`src/rtl/fetch_queue.sv`:
```
// fetch_queue: {PC, instruction} prefetch FIFO between the fetch path and decode.
// PushReady feeds the PC register's NotStall, so the PC holds while the queue is full.
// Flush empties the queue on a redirect; Reset also empties it and takes priority over Flush.
module fetch_queue #(
  parameter int unsigned DEPTH  = 4,
  parameter int unsigned ADDR_W = 2
) (
  input  logic              Clk,
  input  logic              Reset,
  input  logic              PushValid,
  input  logic [31:0]       PushPC,
  input  logic [31:0]       PushInstr,
  output logic              PushReady,
  output logic              PopValid,
  output logic [31:0]       PopPC,
  output logic [31:0]       PopInstr,
  input  logic              PopReady,
  input  logic              Flush,
  output logic [ADDR_W:0]   Count
);

  localparam int unsigned XLEN  = 32;
  localparam int unsigned CNT_W = ADDR_W + 1;

  localparam logic [CNT_W-1:0]  FULL_COUNT = CNT_W'(DEPTH);
  localparam logic [CNT_W-1:0]  CNT_ONE    = CNT_W'(1);
  localparam logic [ADDR_W-1:0] PTR_ONE    = ADDR_W'(1);

  // One buffered fetch result; PC and instruction travel together.
  typedef struct packed {
    logic [XLEN-1:0] pc;
    logic [XLEN-1:0] instr;
  } fetch_entry_t;

  fetch_entry_t      mem [DEPTH];
  logic [ADDR_W-1:0] rd_ptr;
  logic [ADDR_W-1:0] wr_ptr;
  logic [CNT_W-1:0]  count_q;

  logic              push_fire_c;
  logic              pop_fire_c;
  logic              full_c;
  logic              empty_c;
  fetch_entry_t      head_c;

  // Occupancy flags and handshakes, all derived from registered state.
  always_comb begin
    full_c      = (count_q == FULL_COUNT);
    empty_c     = (count_q == '0);
    push_fire_c = PushValid && !full_c && !Reset;
    pop_fire_c  = PopReady && !empty_c;
  end

  // Pointer and occupancy update; Reset, then Flush, override any transfer.
  always_ff @(posedge Clk) begin
    if (Reset || Flush) begin
      rd_ptr  <= '0;
      wr_ptr  <= '0;
      count_q <= '0;
    end else begin
      if (push_fire_c) begin
        wr_ptr <= wr_ptr + PTR_ONE;
      end
      if (pop_fire_c) begin
        rd_ptr <= rd_ptr + PTR_ONE;
      end
      case ({push_fire_c, pop_fire_c})
        2'b10:   count_q <= count_q + CNT_ONE;
        2'b01:   count_q <= count_q - CNT_ONE;
        default: count_q <= count_q;
      endcase
    end
  end

  // Entry storage; contents are don't-care after reset so no reset is applied.
  always_ff @(posedge Clk) begin
    if (push_fire_c && !Flush) begin
      mem[wr_ptr] <= '{pc: PushPC, instr: PushInstr};
    end
  end

  // Head presentation; payload is zeroed when nothing is valid so outputs never carry stale data.
  always_comb begin
    head_c    = mem[rd_ptr];
    PushReady = !full_c && !Reset;
    PopValid  = !empty_c;
    PopPC     = '0;
    PopInstr  = '0;
    Count     = count_q;
    if (!empty_c) begin
      PopPC    = head_c.pc;
      PopInstr = head_c.instr;
    end
  end

endmodule

```
`config.mk`:
```
export PLATFORM = sky130hd
export DESIGN_NAME = fetch_queue
export DESIGN_NICKNAME = d
export VERILOG_FILES = /design/src/rtl/fetch_queue.sv
export SDC_FILE = /design/constraint.sdc
export NUM_CORES = 1
export LEC_CHECK = 0
export CAP_MARGIN = 5
export CORE_MARGIN = 2
export CORE_UTILIZATION = 35
export CTS_BUF_LIST = sky130_fd_sc_hd__clkbuf_4 sky130_fd_sc_hd__clkbuf_8 sky130_fd_sc_hd__clkbuf_16
export DETAILED_ROUTE_END_ITERATION = 8
export HOLD_SLACK_MARGIN = 0.06
export PLACE_DENSITY = 0.65
export SYNTH_ARGS = -nofsm -noshare
export SYNTH_HDL_FRONTEND = slang
export SYNTH_SLANG_ARGS = --single-unit
```
`constraint.sdc`:
```
create_clock -name Clk -period 11.75 [get_ports Clk]
set_clock_uncertainty 0.2 [all_clocks]
set_input_delay 1.175 -clock Clk [delete_from_list [all_inputs] [get_ports Clk]]
set_output_delay 1.175 -clock Clk [all_outputs]
set_load 0.03 [all_outputs]
```
==> out/results.txt, run 1 <==
Status -> finished, final reports clean
Number of post-CTS setup repair buffers -> 0
Critical Path Slowest Stage Cell -> dfxtp_4
CP required -> 10.38 ns
RSZ-0062 raised after global routing -> false
Cts bufs inserted -> 27
Count leader, synth -> edfxtp_1
Vias per cell -> 4.81
CP Buf/Inv Count -> 2
Clock sinks -> 265
Synth-to-Final Area Change -> 25.5%
Worst Setup End Kind -> primary output
Overall Global Routing Usage -> 0.127
Post-synth EDFFs -> 256
Post-synth top area share -> 0.752
Die Width -> 175 µm
Worst hold path type -> register to register
Met3 Usage GRT -> 0.0313
Later-pin clock latency in the skew report -> 0.50 ns
Hold_buf cts -> 0
Met1 Use GR -> 0.161
IO buf count -> 137
Async set-reset flop share out of synthesis -> 0
Post-synthesis cell count -> 459
Num ports -> 138
Seq/Total Area, Yosys -> 0.769
Pre-CTS setup slack -> 7.37 ns
Synth area leaders -> edfxtp_1 (75%), mux4_2 (13%), and2_1 (3.9%)
Fmax -> 209 MHz
GRT busiest layer -> met2
Pins Over Slew Limit -> 0
Yosys reg bits -> 265
Relative slew slack -> 0.220
Synth area leader -> edfxtp_1
Setup Total Neg Slack -> 0 ns
Final setup fails -> 0
Initial antenna violation count -> 2
Vias -> 4879
Routability cong. -> 0.677
Congestion Overflow GR -> 0
Logic pwr share -> 0.051
Internal power -> 1.59 mW
Yosys cell types -> 27
Worst-path maximum fanout -> 36
Placement Rows -> 62
Top FF cell, synth -> edfxtp_1
Leakage -> 4.01 nW
Setup WS post-layout -> 6.96 ns
Tcrit/Tclk final -> 0.408
Design Power -> 1.97 mW
Switching Share -> 0.192
H-tree depth -> 1
Iter 0 DRT Violations -> 264
Startpoint type of the worst setup path -> register
Crit path max-delay family -> buffers and inverters
Routed wire per std cell -> 19.1 µm
Root buf cell -> clkbuf_16
Reg power frac -> 0.532
Slew at the pin with the worst max-slew slack -> 1.17 ns
Power Density -> 153 nW/µm²
Minimum clock period -> 4.79 ns
Final nets -> 687
Slowest cell delay on critical path -> 0.74 ns
Crit path DAT -> 3.41 ns
Post-synth top cells -> edfxtp_1 (256), and2_1 (64), mux4_2 (60)
Fin. Hold Viols -> 0
Initial Util -> 0.356
First-pass GRT wire length -> 30100 µm
Core Area -> 28700 µm²
Critical path type -> register to primary output
Pin count of the biggest net entering global routing -> 66
Die Area -> 30600 µm²
Share of layout cells above drive strength 1 -> 0.188
Routed WL -> 19400 µm
Met2 usage -> 0.222
Syn nets -> 534
CTS clk-pin slew, worst paths -> 0.06 ns
DP HPWL -> 11600 µm
Switching Power -> 0.379 mW
Mapped Avg Cell Area -> 22.3 µm²
Cell Area, Synth -> 10200 µm²
Critical-path cell list -> buf_4 > mux4_1 > and2_1 > clkdlybuf4s50_1
Max VDD drop -> 0.0864 mV
DRC -> 0
CTS resizes -> 0
Routed Antenna Nets -> 0
Die Height -> 175 µm
CTS tree -> built
DR pass1 iterations -> 4
Max-Cap Viols -> 0
Max Buffers Root-to-Sink -> 3
Vias in the first global route -> 5420
Yosys warns -> 0
Clock share of power -> 0.417
## metal layers
layer / vias up / share of wire / wire length (µm)
li1: 2163 / - / -
met1: 2575 / 0.42 / 8110
met2: 117 / 0.51 / 9890
met3: 22 / 0.057 / 1100
met4: 2 / 0.015 / 283
met5: - / 0.00067 / 13
## final timing paths
kind / startpoint / to / slack (ns) / cells after the start
worst max-delay path: register / PopPC[31] / 6.96 / 4
worst min-delay path: wr_ptr[0]$_SDFFE_PP0P_ / wr_ptr[0]$_SDFFE_PP0P_ / 0.32 / 2
worst max register to register: Count[2]$_SDFFE_PP0P_ / Count[2]$_SDFFE_PP0P_ / 9.01 / 8
worst min register to register: wr_ptr[0]$_SDFFE_PP0P_ / wr_ptr[0]$_SDFFE_PP0P_ / 0.32 / 2
## flip-flops by register name (all words and copies together), names as in the netlist, named ones only
| name | cells |
|---|---|
| rd_ptr | 2 |
| mem | 256 |
| wr_ptr | 2 |
| Count | 3 |
## cell type report
| type | instances | area (µm²) |
|---|---|---|
| Clock inverter | 13 | 138 |
| Antenna cell | 1 | 2.50 |
| Clock buffer | 33 | 721 |
| Timing Repair Buffer | 146 | 1440 |
| Fill cell | 2460 | 15900 |
| Inverter | 6 | 22.5 |
| Sequential cell | 265 | 7880 |
| Tap cell | 384 | 480 |
| Multi-Input combinational cell | 166 | 2160 |
## stage by stage
step	cell area, µm²	utilization	instances	hold slack (ns)
after global routing	12800	0.447	1013	0.354
after detailed placement	12000	0.417	967	0.314
after floorplan	10200	-	459	0.271
final	12800	0.447	1014	0.320
after CTS	12800	0.447	1013	0.323
after global placement	12000	0.417	967	0.281
## power by group through the flow
stage	clock network, mW	registers, mW	logic, mW
floorplan	0	1.07	0.0460
global placement	0	1.07	0.0992
detailed placement	0	1.07	0.102
CTS	0.844	1.05	0.103
global route	0.886	1.05	0.108
finish	0.822	1.05	0.101
## worst register-to-register path: stages, from the launching register on
cell      delay, ns
dfxtp_1        0.44
or3b_2         0.52
nand3b_2       0.24
ha_1           0.23
inv_1          0.06
fa_1           0.37
xor2_1         0.16
or3_1          0.31
a21oi_1        0.14
## cells in the final DEF (no fill, tap or decap), drive strengths merged
cell	netlist	layout
or3b	1	1
o311ai	1	1
nor2b	1	1
nor2	7	7
and2	64	64
clkbuf	9	33
xor2	4	4
or2	1	1
o31ai	1	1
bufinv	0	3
nor3b	4	4
fa	1	1
a21oi	2	2
buf	13	9
nand3b	1	1
clkinvlp	0	1
dfxtp	9	9
inv	6	7
clkdlybuf4s50	0	137
ha	5	5
diode	0	1
mux2i	2	2
edfxtp	256	256
nand2	4	4
clkinv	0	8
or3	2	2
o21ai	1	1
mux4	64	64
## kinds of logic (layout without fill, tap and decap cells)
kind of cell,count (synthesis),after routing,synth area share
compound gates,5,5,0.00306
xor+xnor,4,4,0.00342
fa+ha+maj,6,6,0.00807
buf+inv,28,198,0.0214
flops,265,265,0.769
mux,66,66,0.144
other cells,0,1,0
simple gates,85,85,0.0505
(Power assumes the default switching activity.)
==> run 2, diff against run 1 <==
--- a/config.mk
+++ b/config.mk
@@ -11,7 +11,7 @@
 export CTS_BUF_LIST = sky130_fd_sc_hd__clkbuf_4 sky130_fd_sc_hd__clkbuf_8 sky130_fd_sc_hd__clkbuf_16
 export DETAILED_ROUTE_END_ITERATION = 8
 export HOLD_SLACK_MARGIN = 0.06
-export PLACE_DENSITY = 0.65
+export PLACE_DENSITY = 0.67
 export SYNTH_ARGS = -nofsm -noshare
 export SYNTH_HDL_FRONTEND = slang
 export SYNTH_SLANG_ARGS = --single-unit
==> constraint.sdc (replaced) <==
create_clock -name Clk -period 4.1 [get_ports Clk]
set_clock_uncertainty 0.2 [all_clocks]
set_input_delay 0.41 -clock Clk [delete_from_list [all_inputs] [get_ports Clk]]
set_output_delay 0.41 -clock Clk [all_outputs]
set_load 0.03 [all_outputs]
==> out/results.txt, run 2 (synthesis results as in run 1) <==
Die Area -> 30600 µm² (unchanged)
Worst r2r dst -> Count[2]$_SDFFE_PP0P_
RSZ-0062 raised after global routing -> false
Status -> finished, final reports clean
Congestion Overflow GR -> 0 (unchanged)
Root buf cell -> clkbuf_16
Crit path DAT -> 2.90 ns (-0.51 ns)
DR pass1 iterations -> 4 (unchanged)
H-tree depth -> 1 (unchanged)
Overall Global Routing Usage -> 0.131 (+0.00357)
Internal power -> 4.57 mW (+190%)
Die Width -> 175 µm (unchanged)
Vias -> 4888 (+0.18%)
Final setup fails -> 0 (unchanged)
Crit path max-delay family -> buffers and inverters
Die Height -> 175 µm (unchanged)
Routability cong. -> 0.691 (+2.1%)
Critical path type -> register to primary output
Pin count of the biggest net entering global routing -> 66 (unchanged)
Worst hold path type -> input port to register
Commonest non-fill, non-tap cell in the layout -> edfxtp_1
CP Buf/Inv Count -> 2 (unchanged)
Fmax -> 285 MHz
Fin. Hold Viols -> 0 (unchanged)
Minimum clock period -> 3.51 ns
Hold_buf cts -> 0 (unchanged)
Flop2flop setup slack -> 1.23 ns (-7.78 ns)
IO buf count -> 137 (unchanged)
Placement Rows -> 62 (unchanged)
Worst-path maximum fanout -> 25 (-31%)
Hold Crit Depth -> 1 (-1)
Share of layout cells above drive strength 1 -> 0.205 (+0.0177)
Max-Cap Viols -> 0 (unchanged)
Most frequent cells in the layout -> edfxtp_1 (256), clkdlybuf4s50_1 (137), and2_1 (64), mux4_2 (60), clkbuf_16 (29)
Number of post-CTS setup repair buffers -> 0 (unchanged)
Switching Power -> 1.13 mW (+200%)
CTS resizes -> 0 (unchanged)
Leakage -> 4.09 nW (+1.8%)
Logic pwr share -> 0.052 (about the same)
Vias per cell -> 4.78 (-0.60%)
Hold slack -> 0.315 ns (-0.00558 ns)
CTS clk-pin slew, worst paths -> 0.06 ns (about the same)
Clock share of power -> 0.421 (+0.004)
CTS tree -> built
Max Buffers Root-to-Sink -> 3 (unchanged)
Startpoint type of the worst setup path -> register
Biggest register -> mem
Relative slew slack -> 0.637 (+0.417)
Initial antenna violation count -> 0 (-2)
Hold EP -> mem[2][33]$_DFFE_PP_
Power Density -> 440 nW/µm² (+190%)
Largest register FFs -> 256 (unchanged)
Routed WL -> 19700 µm (+1.6%)
Iter 0 DRT Violations -> 346 (+31%)
Num ports -> 138 (unchanged)
DRC -> 0 (unchanged)
Initial Util -> 0.356 (unchanged)
Vias in the first global route -> 5485 (+1.2%)
DP HPWL -> 11700 µm (+0.96%)
Clock sinks -> 265 (unchanged)
Routed Antenna Nets -> 0 (unchanged)
Tcrit/Tclk final -> 0.857
Later-pin clock latency in the skew report -> 0.52 ns (+0.02 ns)
Routed wire per std cell -> 19.3 µm (+0.76%)
Pins Over Slew Limit -> 0 (unchanged)
Worst Setup End Kind -> primary output
Synth-to-Final Area Change -> 26.8%
N_diodes -> 0 (-1)
FF-to-FF path depth -> 8 (unchanged)
Critical Path Slowest Stage Cell -> dfxtp_4
Reg power frac -> 0.527 (-0.005)
Slew at the pin with the worst max-slew slack -> 0.545 ns (-0.625 ns)
Cts bufs inserted -> 28 (+3.7%)
Max VDD drop -> 0.347 mV (+300%)
Design Power -> 5.70 mW (+190%)
Final nets -> 691 (+0.58%)
Worst r2r src -> Count[2]$_SDFFE_PP0P_
Slowest cell delay on critical path -> 0.69 ns (-0.05 ns)
Core Area -> 28700 µm² (unchanged)
Critical-path cell list -> buf_4 > mux4_2 > and2_1 > clkdlybuf4s50_1
First-pass GRT wire length -> 31000 µm (+3.0%)
Hold Path Origin -> PushPC[1]
CP required -> 3.49 ns (-6.89 ns)
Switching Share -> 0.198 (+0.00608)
[run 2: cell types whose count changed in the layout (fill, tap and decap cells not counted), sizes merged]
cell / before / now
clkbuf: 33 / 39
buf: 9 / 12
bufinv: 3 / 1
diode: 1 / 0
clkinvlp: 1 / 3
[run 2: worst reg2reg max path, cell delays in order, from the launching register on]
cell and delay [ns]:
dfxtp_1 0.43, or3b_2 0.51, nand3b_2 0.31, ha_1 0.25
inv_1 0.07, fa_1 0.37, xor2_1 0.16, or3_1 0.32
a21oi_1 0.18
[run 2: through the flow]
step / utilization / area, µm² / cells / TNS (ns) / setup WS (ns)
3_5_place_dp: 0.420 / 12000 / 969 / 0 / 0.928
6_report: 0.452 / 13000 / 1022 / 0 / 0.586
3_3_place_gp: 0.420 / 12000 / 969 / 0 / 0.986
2_1_floorplan: - / 10200 / 459 / -29.45 / -0.125
5_1_grt: 0.452 / 13000 / 1022 / 0 / 0.377
4_1_cts: 0.451 / 12900 / 1021 / 0 / 0.355
[run 2: power by group through the flow]
stage	logic, mW	clock network, mW	registers [mW]
6_report	0.296	2.40	3.00
5_1_grt	0.317	2.59	3.00
3_5_place_dp	0.297	0	3.06
3_3_place_gp	0.290	0	3.06
2_1_floorplan	0.132	0	3.06
4_1_cts	0.299	2.47	3.00
[run 2: how the worst max path moves through the flow]
stage,slack [ns],cells past startpoint,start,end
after global routing,0.38,4,register,PopInstr[10]
after CTS,0.36,3,Count[0]$_SDFFE_PP0P_,PopPC[31]
final,0.59,4,register,PopInstr[10]
after global placement,0.99,3,Count[0]$_SDFFE_PP0P_,PopPC[31]
after detailed placement,0.93,3,Count[0]$_SDFFE_PP0P_,PopPC[31]
after floorplan,-0.13,3,Count[0]$_SDFFE_PP0P_,mem[1][0]$_DFFE_PP_
[run 2: layer usage]
layer / up-vias / part of all wire / track usage
li1: 2173 / - / -
met1: 2561 / 0.41 / 0.165
met2: 124 / 0.52 / 0.230
met3: 30 / 0.056 / 0.0289
met4: 0 / 0.015 / 0.0316
met5: - / 0 / 0
[run 2: cell type report]
cell class	count	area (µm²)
fillers	2446	15700
clock inverters	13	100
flip-flops and latches	265	7880
clock buffers	39	801
inverters	6	22.5
multi-input cells	166	2190
well taps	384	480
repair buffers	149	1500
==> run 3, diff against run 2 <==
--- a/config.mk
+++ b/config.mk
@@ -7,11 +7,13 @@
 export LEC_CHECK = 0
 export CAP_MARGIN = 5
 export CORE_MARGIN = 2
-export CORE_UTILIZATION = 35
+export CORE_UTILIZATION = 40
 export CTS_BUF_LIST = sky130_fd_sc_hd__clkbuf_4 sky130_fd_sc_hd__clkbuf_8 sky130_fd_sc_hd__clkbuf_16
+export CTS_CLUSTER_SIZE = 25
 export DETAILED_ROUTE_END_ITERATION = 8
+export GPL_TIMING_DRIVEN = 0
 export HOLD_SLACK_MARGIN = 0.06
-export PLACE_DENSITY = 0.67
+export PLACE_DENSITY = 0.74
 export SYNTH_ARGS = -nofsm -noshare
 export SYNTH_HDL_FRONTEND = slang
 export SYNTH_SLANG_ARGS = --single-unit
==> out/results.txt, run 3 (synthesis results as in run 1) <==
Status -> finished, final reports clean
Reg power frac -> 0.512 (-0.015)
Share of layout cells above drive strength 1 -> 0.211 (+0.00592)
Hold Crit Depth -> 2 (+1)
Slew at the pin with the worst max-slew slack -> 0.786 ns (+0.240 ns)
Max-Cap Viols -> 0 (unchanged)
Fin cells -> 988 (-3.3%)
Pin count of the biggest net entering global routing -> 18 (-73%)
Fmax -> 271 MHz (-4.9%)
Initial Util -> 0.407 (+0.0510)
Minimum clock period -> 3.69 ns (+0.179 ns)
Met2 usage -> 0.247 (+0.0170)
Relative slew slack -> 0.476 (-0.160)
Pins Over Slew Limit -> 0 (unchanged)
IO buf count -> 137 (unchanged)
Slowest cell delay on critical path -> 0.68 ns (about the same)
Routability cong. -> 0.728 (+5.3%)
Number of post-CTS setup repair buffers -> 0 (unchanged)
Worst r2r src -> Count[2]$_SDFFE_PP0P_
Vias per cell -> 4.98 (+4.0%)
Congestion Overflow GR -> 0 (unchanged)
Final Cell Area -> 13300 µm² (+2.7%)
Routed WL -> 19200 µm (-2.5%)
FF-to-FF path depth -> 8 (unchanged)
CTS clk-pin slew, worst paths -> 0.05 ns (about the same)
Iter 0 DRT Violations -> 315 (-9.0%)
Placed inst area -> 12400 µm² (+2.8%)
Critical-path cell list -> or3_1 > clkbuf_1 > clkbuf_1 > and2_1 > clkdlybuf4s50_1
Critical path type -> register to primary output
Cts bufs inserted -> 27 (-3.6%)
Num ports -> 138 (unchanged)
Synth-to-Final Area Change -> 30.2%
Hold slack -> 0.308 ns (-0.00608 ns)
DRC -> 0 (unchanged)
Internal power -> 4.76 mW (+4.2%)
Critical Path Slowest Stage Cell -> clkdlybuf4s50_1
Startpoint type of the worst setup path -> register
Most frequent cells in the layout -> edfxtp_1 (256), clkdlybuf4s50_1 (137), and2_1 (64), mux4_2 (60), clkbuf_16 (27)
Worst-path maximum fanout -> 10 (-60%)
Logic pwr share -> 0.053 (about the same)
Commonest non-fill, non-tap cell in the layout -> edfxtp_1
Die Area -> 26900 µm² (-12%)
Max Buffers Root-to-Sink -> 3 (unchanged)
Die Height -> 164 µm (-6.3%)
Final setup fails -> 0 (unchanged)
H-tree depth -> 1 (unchanged)
Max VDD drop -> 0.358 mV (+3.0%)
DP Cell Count -> 942 (-2.8%)
Met3 Usage GRT -> 0.0303 (+0.00136)
N_diodes -> 0 (unchanged)
DP HPWL -> 12800 µm (+9.4%)
CTS tree -> built
GRT busiest layer -> met2
Flop2flop setup slack -> 1.26 ns (+0.03 ns)
Worst Setup End Kind -> primary output
Fin. Hold Viols -> 0 (unchanged)
Die Width -> 164 µm (-6.3%)
Met1 Use GR -> 0.192 (+0.0274)
CTS resizes -> 0 (unchanged)
Clock share of power -> 0.435 (+0.014)
Switching Share -> 0.188 (-0.0106)
Vias in the first global route -> 5381 (-1.9%)
Most frequent CP cell -> clkbuf_1
Placement Rows -> 58 (-6.5%)
RSZ-0062 raised after global routing -> false
Core Area -> 25100 µm² (-13%)
Hold Path Origin -> wr_ptr[1]$_SDFFE_PP0P_
Overall Global Routing Usage -> 0.145 (+0.0148)
Biggest register -> mem
Crit path DAT -> 3.08 ns (+0.18 ns)
First-pass GRT wire length -> 29900 µm (-3.6%)
Largest register FFs -> 256 (unchanged)
Worst r2r dst -> Count[2]$_SDFFE_PP0P_
Final nets -> 716 (+3.6%)
Leakage -> 4.27 nW (+4.6%)
Root buf cell -> clkbuf_16
Later-pin clock latency in the skew report -> 0.51 ns (about the same)
Filler instances -> 1978 (-19%)
Worst hold path type -> register to register
DR pass1 iterations -> 4 (unchanged)
Switching Power -> 1.10 mW (-2.7%)
Clock sinks -> 265 (unchanged)
Power Density -> 440 nW/µm² (+0.14%)
Vias -> 4916 (+0.57%)
Initial antenna violation count -> 0 (unchanged)
CP required -> 3.49 ns (about the same)
Tcrit/Tclk final -> 0.901 (+0.0437)
Routed Antenna Nets -> 0 (unchanged)
Hold_buf cts -> 0 (unchanged)
Hold EP -> wr_ptr[1]$_SDFFE_PP0P_
Routed wire per std cell -> 19.4 µm (+0.87%)
-- run 3: changes by cell type in the layout (fill, tap and decap cells not counted), sizes merged --
cell / previous run / this run
buf: 12 / 29
bufinv: 1 / 6
clkbuf: 39 / 42
clkinvlp: 3 / 0
clkinv: 8 / 7
inv: 7 / 6
-- run 3: worst max-delay path: cells and delay by family, from the launching register on --
| family | cells | cell delay (ns) |
|---|---|---|
| buffers and inverters | 3 | 1.68 |
| DFF | 1 | 0.46 |
| and+or+nand+nor | 2 | 0.42 |
-- run 3: layout make-up --
cell class	count	area (µm²)	share of cell area
sequential	265	7870	0.591
multi-input combinational	166	2190	0.164
timing repair buffer	153	1700	0.128
clock buffer	33	721	0.0541
tap	330	413	0.0310
clock inverter	13	210	0.0158
buffer	22	196	0.0148
inverter	6	22.5	0.00169
-- run 3: stage by stage --
| stage | TNS (ns) | total power, mW | utilization | setup WS [ns] |
|---|---|---|---|---|
| finish | 0 | 5.86 | 0.530 | 0.407 |
| floorplan | -29.45 | 3.19 | - | -0.125 |
| global placement | -589.31 | 3.35 | 0.479 | -2.34 |
| global route | 0 | 6.04 | 0.530 | 0.202 |
| CTS | 0 | 5.92 | 0.530 | 0.295 |
| detailed placement | 0 | 3.37 | 0.493 | 0.864 |
-- run 3: routing by layer --
layer	share of wire	wire length [µm]
met1	0.41	7900
met2	0.51	9710
met3	0.061	1180
met4	0.021	411
met5	0	0
-- run 3: worst max-delay path by stage --
stage / from / depth (start not counted) / slack (ns) / to
floorplan: Count[0]$_SDFFE_PP0P_ / 3 / -0.13 / mem[1][0]$_DFFE_PP_
global placement: Reset / 3 / -2.34 / mem[2][48]$_DFFE_PP_
detailed placement: Count[0]$_SDFFE_PP0P_ / 5 / 0.86 / PopInstr[1]
CTS: Count[0]$_SDFFE_PP0P_ / 5 / 0.29 / PopInstr[1]
global route: Count[0]$_SDFFE_PP0P_ / 5 / 0.20 / PopPC[15]
finish: Count[0]$_SDFFE_PP0P_ / 5 / 0.41 / PopInstr[1]
-- run 3: power groups by stage --
stage               clock network [mW]  registers [mW]  logic, mW
CTS                               2.61            3.00      0.314
finish                            2.55            3.00      0.309
floorplan                            0            3.06      0.132
global placement                     0            3.06      0.292
global route                      2.71            3.00      0.331
detailed placement                   0            3.06      0.312
